**config.mk**
```make
export PLATFORM = sky130hd
export DESIGN_NAME = reset_sequencer_flat
export DESIGN_NICKNAME = d
export VERILOG_FILES = /design/src/rtl/reset_sequencer_pkg.sv /design/src/rtl/reset_sequencer_if.sv /design/src/rtl/reset_sequencer_sync_2ff.sv /design/src/rtl/reset_sequencer.sv /design/src/flat_wrapper.sv
export SDC_FILE = /design/constraint.sdc
export NUM_CORES = 1
export LEC_CHECK = 0
export ABC_CLOCK_PERIOD_IN_PS = 5980
export BUFFER_PORTS_ARGS = -buffer_cell sky130_fd_sc_hd__clkbuf_2
export CORE_MARGIN = 3
export CORE_UTILIZATION = 60
export DETAILED_ROUTE_END_ITERATION = 16
export PLACE_DENSITY = 0.81
export SLEW_MARGIN = 20
export SYNTH_ARGS = -nofsm -noshare
export SYNTH_HDL_FRONTEND = slang
export SYNTH_SLANG_ARGS = --single-unit
export TNS_END_PERCENT = 1
```
**constraint.sdc**
```tcl
create_clock -name clk_i -period 5.98 [get_ports clk_i]
set_clock_uncertainty 0.05 [all_clocks]
set_input_delay 0.598 -clock clk_i [delete_from_list [all_inputs] [get_ports clk_i]]
set_output_delay 0.598 -clock clk_i [all_outputs]
set_load 0.02 [all_outputs]
```
**src/rtl/reset_sequencer_pkg.sv**
```systemverilog
// rtl/reset_sequencer_pkg.sv - shared types, limits and helpers for the reset sequencer
package reset_seq_pkg;

   localparam int MAX_STAGES = 8;
   localparam int RETRY_W    = 4;

   typedef enum logic [2:0] {
      S_HOLD,
      S_DELAY,
      S_WAIT,
      S_RUN,
      S_FAULT
   } seq_state_e;

   // Elaboration-time ceil(log2); returns 0 for values of 0 or 1.
   function automatic int clog2(input int value);
      int r;
      r = 0;
      for (int i = 0; i < 31; i++) begin
         if ((1 << i) < value) r = i + 1;
      end
      return r;
   endfunction

endpackage

```
**src/rtl/reset_sequencer_if.sv**
```systemverilog
// rtl/reset_sequencer_if.sv - condition inputs and per-domain reset outputs of the sequencer
interface reset_sequencer_if #(
   parameter int NUM_STAGES = 4
);
   import reset_seq_pkg::*;

   logic                          pll_lock_i;
   logic                          init_done_i;
   logic                          soft_rst_i;
   logic [NUM_STAGES-1:0]         stage_ready_i;
   logic [NUM_STAGES-1:0]         reset_n_out_o;
   logic                          seq_done_o;
   logic                          fault_o;
   logic [clog2(MAX_STAGES)-1:0]  fault_stage_o;
   logic [RETRY_W-1:0]            retry_cnt_o;

   modport master (
      output pll_lock_i, init_done_i, soft_rst_i, stage_ready_i,
      input  reset_n_out_o, seq_done_o, fault_o, fault_stage_o, retry_cnt_o
   );

   modport slave (
      input  pll_lock_i, init_done_i, soft_rst_i, stage_ready_i,
      output reset_n_out_o, seq_done_o, fault_o, fault_stage_o, retry_cnt_o
   );

endinterface

```
**src/rtl/reset_sequencer_sync_2ff.sv**
```systemverilog
// rtl/reset_sequencer_sync_2ff.sv - two-flop synchronizer bank for asynchronous inputs
module sync_2ff #(
   parameter int WIDTH = 1
) (
   input  logic             clk_i,
   input  logic             rst_i,
   input  logic [WIDTH-1:0] d_i,
   output logic [WIDTH-1:0] q_o
);

   logic [WIDTH-1:0] meta_q;
   logic [WIDTH-1:0] sync_q;

   always_ff @(posedge clk_i or posedge rst_i) begin
      if (rst_i) begin
         meta_q <= '0;
         sync_q <= '0;
      end else begin
         meta_q <= d_i;
         sync_q <= meta_q;
      end
   end

   assign q_o = sync_q;

endmodule

```
**src/rtl/reset_sequencer.sv**
```systemverilog
// rtl/reset_sequencer.sv - staged reset release with per-stage delay, ready timeout and retries
module reset_sequencer
   import reset_seq_pkg::*;
#(
   parameter int NUM_STAGES     = 4,
   parameter int DELAY_CYCLES   = 256,
   parameter int TIMEOUT_CYCLES = 65536,
   parameter int RETRY_MAX      = 3
) (
   input  logic             clk_i,
   input  logic             rst_i,
   reset_sequencer_if.slave seq_if
);

   localparam int CNT_MAX = (DELAY_CYCLES > TIMEOUT_CYCLES) ? DELAY_CYCLES : TIMEOUT_CYCLES;
   localparam int CNT_W   = clog2(CNT_MAX) + 1;
   localparam int IDX_W   = (NUM_STAGES > 1) ? clog2(NUM_STAGES) : 1;
   localparam int FS_W    = clog2(MAX_STAGES);

   logic [NUM_STAGES+1:0] sync_out;
   logic                  lock_s;
   logic                  init_s;
   logic [NUM_STAGES-1:0] ready_s;

   seq_state_e            state_q,  state_d;
   logic [IDX_W-1:0]      k_q,      k_d;
   logic [CNT_W-1:0]      cnt_q,    cnt_d;
   logic [NUM_STAGES-1:0] rstn_q,   rstn_d;
   logic                  done_q,   done_d;
   logic                  fault_q,  fault_d;
   logic [FS_W-1:0]       fstage_q, fstage_d;
   logic [RETRY_W-1:0]    retry_q,  retry_d;

   sync_2ff #(.WIDTH(NUM_STAGES + 2)) u_sync (
      .clk_i (clk_i),
      .rst_i (rst_i),
      .d_i   ({seq_if.stage_ready_i, seq_if.init_done_i, seq_if.pll_lock_i}),
      .q_o   (sync_out)
   );

   assign lock_s  = sync_out[0];
   assign init_s  = sync_out[1];
   assign ready_s = sync_out[NUM_STAGES+1:2];

   always_comb begin
      state_d  = state_q;
      k_d      = k_q;
      cnt_d    = cnt_q;
      rstn_d   = rstn_q;
      fault_d  = fault_q;
      fstage_d = fstage_q;
      retry_d  = retry_q;

      if (seq_if.soft_rst_i) begin
         state_d = S_HOLD;
         k_d     = '0;
         cnt_d   = '0;
         rstn_d  = '0;
         fault_d = 1'b0;
         retry_d = '0;
      end else if (!lock_s && state_q != S_HOLD) begin
         // Lock loss keeps the fault record so software can still inspect it.
         state_d = S_HOLD;
         k_d     = '0;
         cnt_d   = '0;
         rstn_d  = '0;
      end else begin
         case (state_q)
            S_HOLD: begin
               rstn_d = '0;
               if (lock_s && init_s) begin
                  state_d = S_DELAY;
                  k_d     = '0;
                  cnt_d   = '0;
               end
            end
            S_DELAY: begin
               if (cnt_q == CNT_W'(DELAY_CYCLES - 1)) begin
                  rstn_d[k_q] = 1'b1;
                  cnt_d       = '0;
                  state_d     = S_WAIT;
               end else begin
                  cnt_d = cnt_q + 1'b1;
               end
            end
            S_WAIT: begin
               // Ready is tested before the timeout so a late ready still counts.
               if (ready_s[k_q]) begin
                  retry_d = '0;
                  cnt_d   = '0;
                  if (k_q == IDX_W'(NUM_STAGES - 1)) begin
                     state_d = S_RUN;
                     rstn_d  = '1;
                  end else begin
                     k_d     = k_q + 1'b1;
                     state_d = S_DELAY;
                  end
               end else if (cnt_q == CNT_W'(TIMEOUT_CYCLES - 1)) begin
                  cnt_d = '0;
                  if (retry_q < RETRY_W'(RETRY_MAX)) begin
                     retry_d     = retry_q + 1'b1;
                     rstn_d[k_q] = 1'b0;
                     state_d     = S_DELAY;
                  end else begin
                     state_d  = S_FAULT;
                     fault_d  = 1'b1;
                     fstage_d = FS_W'(k_q);
                     for (int i = 0; i < NUM_STAGES; i++) begin
                        rstn_d[i] = (i < int'(k_q));
                     end
                  end
               end else begin
                  cnt_d = cnt_q + 1'b1;
               end
            end
            S_RUN: begin
               rstn_d = '1;
            end
            S_FAULT: begin
               rstn_d = rstn_q;
            end
            default: begin
               state_d = S_HOLD;
               rstn_d  = '0;
               cnt_d   = '0;
               k_d     = '0;
            end
         endcase
      end

      done_d = (state_d == S_RUN);
   end

   always_ff @(posedge clk_i or posedge rst_i) begin
      if (rst_i) begin
         state_q  <= S_HOLD;
         k_q      <= '0;
         cnt_q    <= '0;
         rstn_q   <= '0;
         done_q   <= 1'b0;
         fault_q  <= 1'b0;
         fstage_q <= '0;
         retry_q  <= '0;
      end else begin
         state_q  <= state_d;
         k_q      <= k_d;
         cnt_q    <= cnt_d;
         rstn_q   <= rstn_d;
         done_q   <= done_d;
         fault_q  <= fault_d;
         fstage_q <= fstage_d;
         retry_q  <= retry_d;
      end
   end

   assign seq_if.reset_n_out_o = rstn_q;
   assign seq_if.seq_done_o    = done_q;
   assign seq_if.fault_o       = fault_q;
   assign seq_if.fault_stage_o = fstage_q;
   assign seq_if.retry_cnt_o   = retry_q;

endmodule

```
**src/flat_wrapper.sv**
```systemverilog
// flat-port wrapper written by rule: the top's interface ports become plain ports
module reset_sequencer_flat import reset_seq_pkg::*;
#(
   parameter int NUM_STAGES     = 4,
   parameter int DELAY_CYCLES   = 256,
   parameter int TIMEOUT_CYCLES = 65536,
   parameter int RETRY_MAX      = 3
)
  (clk_i, rst_i, seq_if_pll_lock_i, seq_if_init_done_i, seq_if_soft_rst_i, seq_if_stage_ready_i, seq_if_reset_n_out_o, seq_if_seq_done_o, seq_if_fault_o, seq_if_fault_stage_o, seq_if_retry_cnt_o);
  reset_sequencer_if #(.NUM_STAGES(NUM_STAGES)) seq_if_i ();
  input  logic clk_i;
  input  logic rst_i;
  input wire logic [$bits(seq_if_i.pll_lock_i)-1:0] seq_if_pll_lock_i;
  input wire logic [$bits(seq_if_i.init_done_i)-1:0] seq_if_init_done_i;
  input wire logic [$bits(seq_if_i.soft_rst_i)-1:0] seq_if_soft_rst_i;
  input wire logic [$bits(seq_if_i.stage_ready_i)-1:0] seq_if_stage_ready_i;
  output wire logic [$bits(seq_if_i.reset_n_out_o)-1:0] seq_if_reset_n_out_o;
  output wire logic [$bits(seq_if_i.seq_done_o)-1:0] seq_if_seq_done_o;
  output wire logic [$bits(seq_if_i.fault_o)-1:0] seq_if_fault_o;
  output wire logic [$bits(seq_if_i.fault_stage_o)-1:0] seq_if_fault_stage_o;
  output wire logic [$bits(seq_if_i.retry_cnt_o)-1:0] seq_if_retry_cnt_o;
  assign seq_if_i.pll_lock_i = seq_if_pll_lock_i;
  assign seq_if_i.init_done_i = seq_if_init_done_i;
  assign seq_if_i.soft_rst_i = seq_if_soft_rst_i;
  assign seq_if_i.stage_ready_i = seq_if_stage_ready_i;
  assign seq_if_reset_n_out_o = seq_if_i.reset_n_out_o;
  assign seq_if_seq_done_o = seq_if_i.seq_done_o;
  assign seq_if_fault_o = seq_if_i.fault_o;
  assign seq_if_fault_stage_o = seq_if_i.fault_stage_o;
  assign seq_if_retry_cnt_o = seq_if_i.retry_cnt_o;
  reset_sequencer #(.NUM_STAGES(NUM_STAGES), .DELAY_CYCLES(DELAY_CYCLES), .TIMEOUT_CYCLES(TIMEOUT_CYCLES), .RETRY_MAX(RETRY_MAX)) u_core (.clk_i(clk_i), .rst_i(rst_i), .seq_if(seq_if_i));
endmodule
```
* Yosys cells after proc, flatten, opt, wreduce, memory -nomap -nowiden
Index checks and enable logic that the tools add are counted.
Storage, ports and cells: register bits after elaboration 46, bits of input ports 9, output and inout bits 13
Operators by class: $add $sub $neg 3, order comparisons 6, eq/ne operators 20, multiplexer cells 46, bitwise operators 7, reduce and logical (&&, ||, !) cells 18
Operators by type and width (number):
- 17-bit 2-to-1 mux | 6
- 17-bit case mux with 4 select lines | 1
- 4-bit 2-to-1 mux | 13
- 3-bit 2-to-1 mux | 7
- 17-bit by 1-bit adder with 17-bit output (second input constant) | 1
- 17-bit by 16-bit equality test with 1-bit output (second input constant) | 1
- 17-bit by 8-bit equality test with 1-bit output (second input constant) | 1
- 4-bit case mux with 4 select lines | 1
- 2-bit 2-to-1 mux | 6
- 4-bit by 2-bit inequality test with 1-bit output (second input constant) | 3
- 3-bit case mux with 4 select lines | 1
- 4-bit AND reduction | 3
- 3-bit by 2-bit equality test with 1-bit output (second input constant) | 3
- 3-bit nonzero test | 3
- 1-bit 2-to-1 mux | 8
- 2-bit inequality test (second input constant) | 3
- 3-bit by 1-bit inequality test with 1-bit output (second input constant) | 2
- 2-bit case mux with 3 select lines | 1
- 6-bit AND reduction | 1
- 5-bit by 2-bit inequality test with 1-bit output (second input constant) | 1
- 5-bit by 4-bit inequality test with 1-bit output (second input constant) | 1
- 5-bit AND reduction | 1
- 4-bit by 1-bit adder with 4-bit output (second input constant) | 1
- 4-bit AND | 1
- other kinds (23) | 30

* Logic depth before layout (Yosys ltp)
Gate-level depths: netlist (run 1).
depth after elaboration 12, mapped depth 12

* By module
Synthesis (run 1) repeated with hierarchy kept, for this count alone.
Second synthesis, totals: cell total of the unflattened synthesis 279, area, all modules 2547.4 sq um
Modules (own cells, without submodules):
- reset_sequencer | times used 1, cells an instance 266, area an instance 2243.4 sq um, sequential area each 850.8 sq um
- sync_2ff | times used 1, cells an instance 13, area an instance 304.0 sq um, sequential area each 300.3 sq um

* Least setup slack after synthesis (run 1)
No wires, ideal clock.
kind reg-to-reg, from register u_core.cnt_q[0], to register u_core.cnt_q[8], library setup time 0.122 ns, arrival 2.218 ns, data required time 5.808 ns, path slack 3.591 ns, cell stages (with the launch flop) 12, cells stage by stage dfrtp_1 -> ha_1 -> and3_1 -> nand2_1 -> nor2_1 -> and3_1 -> ha_1 -> nor2_2 -> a22o_1 -> buf_4 -> a21o_1 -> a32o_1
Between the ends: word-level cells in the longest chain between the ends 6, elaborated cells between the ends (all ways) 9, classes of those cells add/sub: 1; eq/ne: 2; mux: 6
RTL lines:
- from (decl) | line reset_sequencer.sv:27 | logic [CNT_W-1:0] cnt_q, cnt_d;
- from (signal assigned) | line reset_sequencer.sv:147 | cnt_q <= cnt_d;
- 17-bit by 1-bit adder with 17-bit output or 17-bit by 16-bit equality test with 1-bit output (tied branches) | line reset_sequencer.sv:83, reset_sequencer.sv:113, reset_sequencer.sv:98
- 17-bit 2-to-1 mux | line reset_sequencer.sv:98 | end else if (cnt_q == CNT_W'(TIMEOUT_CYCLES - 1)) begin
- 17-bit 2-to-1 mux | line reset_sequencer.sv:88 | if (ready_s[k_q]) begin
- 17-bit case mux with 4 select lines (*) | line reset_sequencer.sv:68 | case (state_q)
- 17-bit 2-to-1 mux (*) | line reset_sequencer.sv:61 | end else if (!lock_s && state_q != S_HOLD) begin
- 17-bit 2-to-1 mux (*) | line reset_sequencer.sv:54 | if (seq_if.soft_rst_i) begin
Every way passes the cells marked *; elsewhere a longest branch is shown, timed or not. A chain may end at the register's enable or synchronous reset.

* Final worst setup path (run 1)
Same ends and word-level chain as after synthesis.

==> impl_metrics.toml, run 1 <==
[run_status]
outcome = "complete, no violations"

[placed_design]
placed_cell_area_um2 = 2630
hpwlAfterDp_um = 3790
portBuffers = 20
place_congestion = 0.963
place_ws_ns = 3.24

[global_route]
grt-ovfl-total = 0
antenna_found_initial = 0
grt_pass1_vias = 1881
grtUsageTotal_pct = 22.2
grt_max_degree = 47
grt_pass1_wl_um = 8890

[clock_tree]
root_buffer = "clkbuf_8"
clkSlewWorstSetupHoldPaths_ns = 0.09
cts_hold_buf = 0
cts_setup_buffers = 0
tritoncts = "built"
cts_max_path_buffers = 2
ctsResizeCount = 0
numCtsBuffers = 5
clock-sinks = 46
insertion_delay_ns = 0.31
htree_levels = 2

[synth]
synth_area_per_cell_um2 = 10.1
synth_cell_types = 55
ys_seq_elements = 46
synth_fp_nets = 269
ys.flop_type = "dfrtp_1"
yosysWarnings = 0
yosys.area_share.simple_pct = 21.1
synth_top_family_by_area = "simple AND/OR/NAND/NOR gates"
synthTopCellsByArea = "dfrtp_1, ha_1, nand2_1, a21oi_1, nand3_1"
synth_top_area_cell = "dfrtp_1"
synth_edf_count = 0
synth_mux_area_share_pct = 5.45
synth-adder-area-share_pct = 4.46
syn_inst = 251
synth_top_area_share_pct = 45.6
synth_compound_area_share_pct = 18.0
synth_seq_area_share_pct = 45.6
syn_area_um2 = 2520
synthXorXnorAreaFrac_pct = 0.694
postSynth.asyncResetShare_pct = 100

[sta]
max_slew_margin_pct = 37.0
slew_violations = 0
fin_ws_ns = 3.19
setup_tns_ns = 0
period_needed_ns = 2.79
setup_viol = 0
finalCritPeriodShare_pct = 46.7
fmax_ghz = 0.358
worstMarginPinSlew_ns = 0.938
rsz0062_at_grt = "false"
finalHoldViolations = 0

[drt]
drt_first_pass_iters = 5
num_vias = 2071
wl_um = 5340
wire_per_inst_um = 16.8
drt_iter0_markers = 239
drtAntennaViolNets = 0
drc = 0
viasPerCell = 6.51

[floorplanning]
dieWidth_um = 70.9
start_util_pct = 65.5
die_area_um2 = 5020
die_h_um = 70.9
boundaryPins = 22
core-area_um2 = 3850
rows = 22

[setup_path]
r2r-start = "u_core.cnt_q[0]$_DFFE_PP0P_"
end_kind = "flop"
crit_path_start_kind = "flop"
cp_slowest_cell = "dfrtp_1"
critPathMaxStageDelay_ns = 0.44
worstPathArrival_ns = 2.94
required_ns = 6.13
worstSetupPathType = "reg2reg"
crit_start = "u_core.cnt_q[0]$_DFFE_PP0P_"
crit_path_max_fanout = 18
r2r_cells = 10
path_cells = "ha_1 > and3_1 > nand2_1 > nor2_1 > and3_1 > ha_1 > nor2_2 > a22o_1 > a21o_1 > a32o_1"

[pwr]
pwr-share-comb_pct = 9.3
switching_share_pct = 27.5
power.internal_mw = 0.421
cellLeakagePower_nw = 1.23
seq_power_share_pct = 55.6
p_per_area_nw_per_um2 = 214
clockPowerShare_pct = 35.1
switching_power_mw = 0.160
peakVddDrop_uv = 231

[worst_hold_path]
hp-class = "reg2reg"
min_path_cells = 0
min_from = "u_core.u_sync.meta_q[3]$_DFF_PP0_"

[cells_and_area]
final_cell_mix = "dfrtp_1, nand2_1, clkbuf_2"
drive_gt1_share_pct = 17.8
area_growth_pct = 7.78
fin_area_um2 = 2720
fillers = 302
mostFrequentLayoutCell = "dfrtp_1"
n_antenna_cell = 0
nNetsFinal = 287

[flow_run]
maxCapViolCount = 0
-- critical path, delay by kind of cell, from the launching register on --
kind / cells / cell delay (ns)
flip-flops: 1 / 0.44
AO/OA/AOI/OAI: 3 / 0.86
AND/OR/NAND/NOR: 5 / 0.83
adder cells (fa/ha/maj): 2 / 0.52
-- logic make-up (layout without fill, tap and decap cells) --
group | Yosys count | in the layout
AO/OA/AOI/OAI | 64 | 64
other | 1 | 1
buffers and inverters | 23 | 42
multiplexers | 12 | 12
adder cells (fa/ha/maj) | 9 | 9
AND/OR/NAND/NOR | 94 | 94
XOR/XNOR | 2 | 2
flip-flops | 46 | 46
-- final timing paths --
kind	end	slack [ns]
worst max-delay path	u_core.cnt_q[8]$_DFFE_PP0P_	3.19
worst min-delay path	u_core.u_sync.q_o[3]$_DFF_PP0_	0.31
worst max register to register	u_core.cnt_q[8]$_DFFE_PP0P_	3.19
worst min register to register	u_core.u_sync.q_o[3]$_DFF_PP0_	0.31
max in group asynchronous	u_core.u_sync.meta_q[0]$_DFF_PP0_	4.88
min in group asynchronous	u_core.k_q[1]$_DFFE_PP0P_	0.42
-- through the flow --
| stage | power, mW | hold slack (ns) | instances | utilization, % |
|---|---|---|---|---|
| global route | 0.604 | 0.320 | 318 | 70.6 |
| CTS | 0.585 | 0.312 | 318 | 70.6 |
| floorplan | 0.370 | 0.281 | 251 | - |
| detailed placement | 0.382 | 0.290 | 310 | 68.1 |
| global placement | 0.380 | 0.282 | 310 | 68.1 |
| finish | 0.581 | 0.307 | 318 | 70.6 |
-- layer usage --
| layer | wire (µm) | GRT usage [%] | vias to the layer above |
|---|---|---|---|
| li1 | - | - | 964 |
| met1 | 2460 | 31.3 | 1008 |
| met3 | 347 | 5.26 | 14 |
| met4 | 86 | 6.47 | 0 |
| met5 | 0 | 0 | - |
| met2 | 2450 | 34.4 | 85 |
-- Yosys cell counts, drive strengths merged, types with 4 or more instances --
library cell  count
nand4             7
o21ai            13
and3              5
nor2             11
a21oi            19
mux2i             7
inv              13
ha                9
nor4              4
nand3            15
mux2              4
a211oi            6
dfrtp            46
nand2            25
nor3              6
a21o              5
buf               8
-- power groups by stage --
stage | clock network (mW) | logic [mW] | registers [mW]
6_report | 0.204 | 0.0539 | 0.323
5_1_grt | 0.221 | 0.0592 | 0.324
4_1_cts | 0.209 | 0.0535 | 0.323
3_5_place_dp | 0 | 0.0534 | 0.329
3_3_place_gp | 0 | 0.0520 | 0.328
2_1_floorplan | 0 | 0.0447 | 0.325
-- state kept, by name, indices dropped and copies added (netlist names) --
| signal | flops |
|---|---|
| u_core.cnt_q | 17 |
| u_core.k_q | 2 |
| u_core.seq_if.fault_o | 1 |
| u_core.seq_if.fault_stage_o | 2 |
| u_core.seq_if.reset_n_out_o | 4 |
| u_core.seq_if.retry_cnt_o | 4 |
| u_core.seq_if.seq_done_o | 1 |
| u_core.state_q | 3 |
| u_core.u_sync.meta_q | 6 |
| u_core.u_sync.q_o | 6 |
-- layout make-up --
cell class,instances,area (µm²),share of cell area [%]
multi-input combinational,182,1260,46.2
sequential,46,1150,42.3
timing repair buffer,21,108,3.96
clock buffer,5,68.8,2.53
tap,48,60.1,2.21
inverter,13,48.8,1.79
clock inverter,3,26.3,0.966
Note: power is estimated with default switching activity, not from simulation.
==> inputs of run 2 (changes only) <==
Settings changed: ABC_AREA set to 1, ABC_CLOCK_PERIOD_IN_PS 5980 to 2500, CORE_UTILIZATION 60 to 53, PLACE_DENSITY 0.81 to 0.76.
Clock period 5.98 ns to 2.5 ns, I/O delays scaled along.
==> run 2 against run 1 <==
Area after synthesis rose by 1.2%. Via count rose by 2.8%. Final cell count rose by 25%. Highest routed layer unchanged. First-iteration DRC count fell by 28%. Worst hold slack got worse by 0.23 ns. Critical endpoint is now u_core.seq_if.retry_cnt_o[0]$_DFFE_PP0P_.
==> impl_metrics.toml, run 2 <==
[synth]
yosysMostFrequentCell = "nand2_1"
netlist_top_cells_count = "nand2_1, dfrtp_1, nand3_1"
syn_inst = 314
synth_area_per_cell_um2 = 8.14
yosysWarnings = 0
ys_seq_elements = 46
synthTopCellsByArea = "dfrtp_1, nand2_1, nand3_1, inv_1, ha_1"
synth_top_area_share_pct = 45.1
synth_edf_count = 0
syn_area_um2 = 2550
synth_cell_types = 40
ys.flop_type = "dfrtp_1"
postSynth.asyncResetShare_pct = 100
synth_seq_area_share_pct = 45.1
synth_fp_nets = 332
synth_top_area_cell = "dfrtp_1"

[setup_path]
worstPathArrival_ns = 2.42
cp_slowest_cell = "dfrtp_1"
worst-path-buf-inv = 3
critPathMaxStageDelay_ns = 0.40
end_kind = "flop"
path_cells = "ha_2 > nand2_2 > nor2_4 > nand2_2 > clkinv_1 > nand2_1 > nor2_2 > nand3_2 > inv_2 > ha_2 > inv_1 > o21ai_1 > a31oi_2 > nand2_1 > o21ai_0"
worstSetupPathType = "reg2reg"
crit_path_max_fanout = 6
required_ns = 2.64
crit_family = "simple AND/OR/NAND/NOR gates"
crit_path_start_kind = "flop"

[cells_and_area]
area_growth_pct = 15.1
mostFrequentLayoutCell = "nand2_1"
fillers = 363
fin_area_um2 = 2940
n_antenna_cell = 0
largest_reg_flops = 17
top_register = "u_core.cnt_q"
final_cell_mix = "nand2_1, dfrtp_1, nand3_1"
regArea_um2 = 1150
drive_gt1_share_pct = 20.6
multiInputGateArea_um2 = 1260
nNetsFinal = 362

[sta]
slew_violations = 0
fmax_ghz = 0.437
period_needed_ns = 2.29
worstMarginPinSlew_ns = 0.919
finalCritPeriodShare_pct = 91.5
rsz0062_at_grt = "false"
setup_viol = 0
max_slew_margin_pct = 38.6
setup_tns_ns = 0
finalHoldViolations = 0

[pwr]
peakVddDrop_uv = 415
cellLeakagePower_nw = 1.43
total_power_mw = 1.56
p_per_area_nw_per_um2 = 531

[floorplanning]
die_h_um = 75.4
core-area_um2 = 4500
boundaryPins = 22
die_area_um2 = 5690
dieWidth_um = 75.4
start_util_pct = 56.7
rows = 24

[placed_design]
hpwlAfterDp_um = 3800
place_congestion = 0.853
placed_cell_area_um2 = 2690
portBuffers = 20

[global_route]
grt_pass1_vias = 1995
grt-ovfl-total = 0
grt_pass1_wl_um = 8910
grt_max_degree = 47
antenna_found_initial = 0
grtUsageTotal_pct = 20.5

[clock_tree]
htree_levels = 2
tritoncts = "built"
insertion_delay_ns = 0.30
numCtsBuffers = 5
cts_max_path_buffers = 2
cts_setup_buffers = 0
root_buffer = "clkbuf_8"
clock-sinks = 46
clkSlewWorstSetupHoldPaths_ns = 0.09

[drt]
viasPerCell = 5.36
drt_first_pass_iters = 4
drt_iter0_markers = 171
wire_per_inst_um = 13.4
drc = 0
num_vias = 2128
wl_um = 5310
drtAntennaViolNets = 0

[flow_run]
maxCapViolCount = 0

[run_status]
outcome = "complete, no violations"

[worst_hold_path]
hp-class = "in2async"
## run 2: path summary, 6_finish.rpt
kind | cells past startpoint | startpoint | end | slack [ns]
setup / recovery | 15 | u_core.cnt_q[0]$_DFFE_PP0P_ | u_core.seq_if.retry_cnt_o[0]$_DFFE_PP0P_ | 0.21
hold / removal | 2 | rst_i | u_core.state_q[2]$_DFF_PP0_ | 0.08
setup reg to reg | 15 | u_core.cnt_q[0]$_DFFE_PP0P_ | u_core.seq_if.retry_cnt_o[0]$_DFFE_PP0P_ | 0.21
hold reg to reg | 0 | u_core.u_sync.meta_q[2]$_DFF_PP0_ | u_core.u_sync.q_o[2]$_DFF_PP0_ | 0.30
max in group asynchronous | 2 | rst_i | u_core.cnt_q[7]$_DFFE_PP0P_ | 1.74
min in group clk_i | 0 | u_core.u_sync.meta_q[2]$_DFF_PP0_ | u_core.u_sync.q_o[2]$_DFF_PP0_ | 0.30
## run 2: repair_timing
action | CTS | global route
resized for setup | 0 | 14
hold buffers | 3 | 3
endpoints found under the hold margin | 3 | 3
endpoints found under the setup margin | 0 | 30
## run 2: area by class of cell
class | count | area share (%)
multi-input combinational | 222 | 42.7
sequential | 46 | 39.1
timing repair buffer | 27 | 5.70
inverter | 42 | 5.53
clock buffer | 5 | 2.34
clock inverter | 3 | 2.34
tap | 52 | 2.21
## run 2: per-stage QoR
step	setup WS [ns]	hold WS (ns)	utilization, %	cells
5_1_grt	0.00864	0.158	65.3	397
2_1_floorplan	0.390	0.231	-	314
6_report	0.213	0.0790	65.3	397
3_5_place_dp	0.0906	0.285	59.8	382
3_3_place_gp	0.170	0.281	59.8	382
4_1_cts	0.0544	0.0000355	63.5	393
## run 2: power breakdown
group	internal, mW	switching (mW)	total (mW)	leakage (nW)
clock network	0.400	0.258	0.658	0.0683
logic	0.0410	0.0947	0.136	0.747
registers	0.758	0.00891	0.767	0.613
## run 2: cell families (layout without fill, tap and decap cells)
logic type                 count (synthesis)  in the layout  share of synthesized area (%)
buffers and inverters                     47             77                           7.69
and+or+nand+nor                          171            172                           32.3
AOI/OAI and AO/OA                         37             37                           9.35
xor gates and xnor gates                   3              3                           1.03
other                                      1              1                          0.147
adders and majority gates                  9              9                           4.41
DFF                                       46             46                           45.1
## run 2: metal layers
| layer | global-route usage [%] | routed length, µm | vias up |
|---|---|---|---|
| met2 | 32.0 | 2510 | 59 |
| met4 | 8.16 | 116 | 0 |
| met3 | 3.96 | 259 | 13 |
| met5 | 0 | 0 | - |
| met1 | 28.2 | 2420 | 981 |
| li1 | - | - | 1075 |
## run 2: worst register-to-register path: stages, from the launching register on
cell and delay (ns):
dfrtp_1 0.40, ha_2 0.20, nand2_2 0.07, nor2_4 0.15, nand2_2 0.08, clkinv_1 0.07, nand2_1 0.07, nor2_2 0.14
nand3_2 0.09, inv_2 0.07, ha_2 0.16, inv_1 0.07, o21ai_1 0.19, a31oi_2 0.19, nand2_1 0.09, o21ai_0 0.08
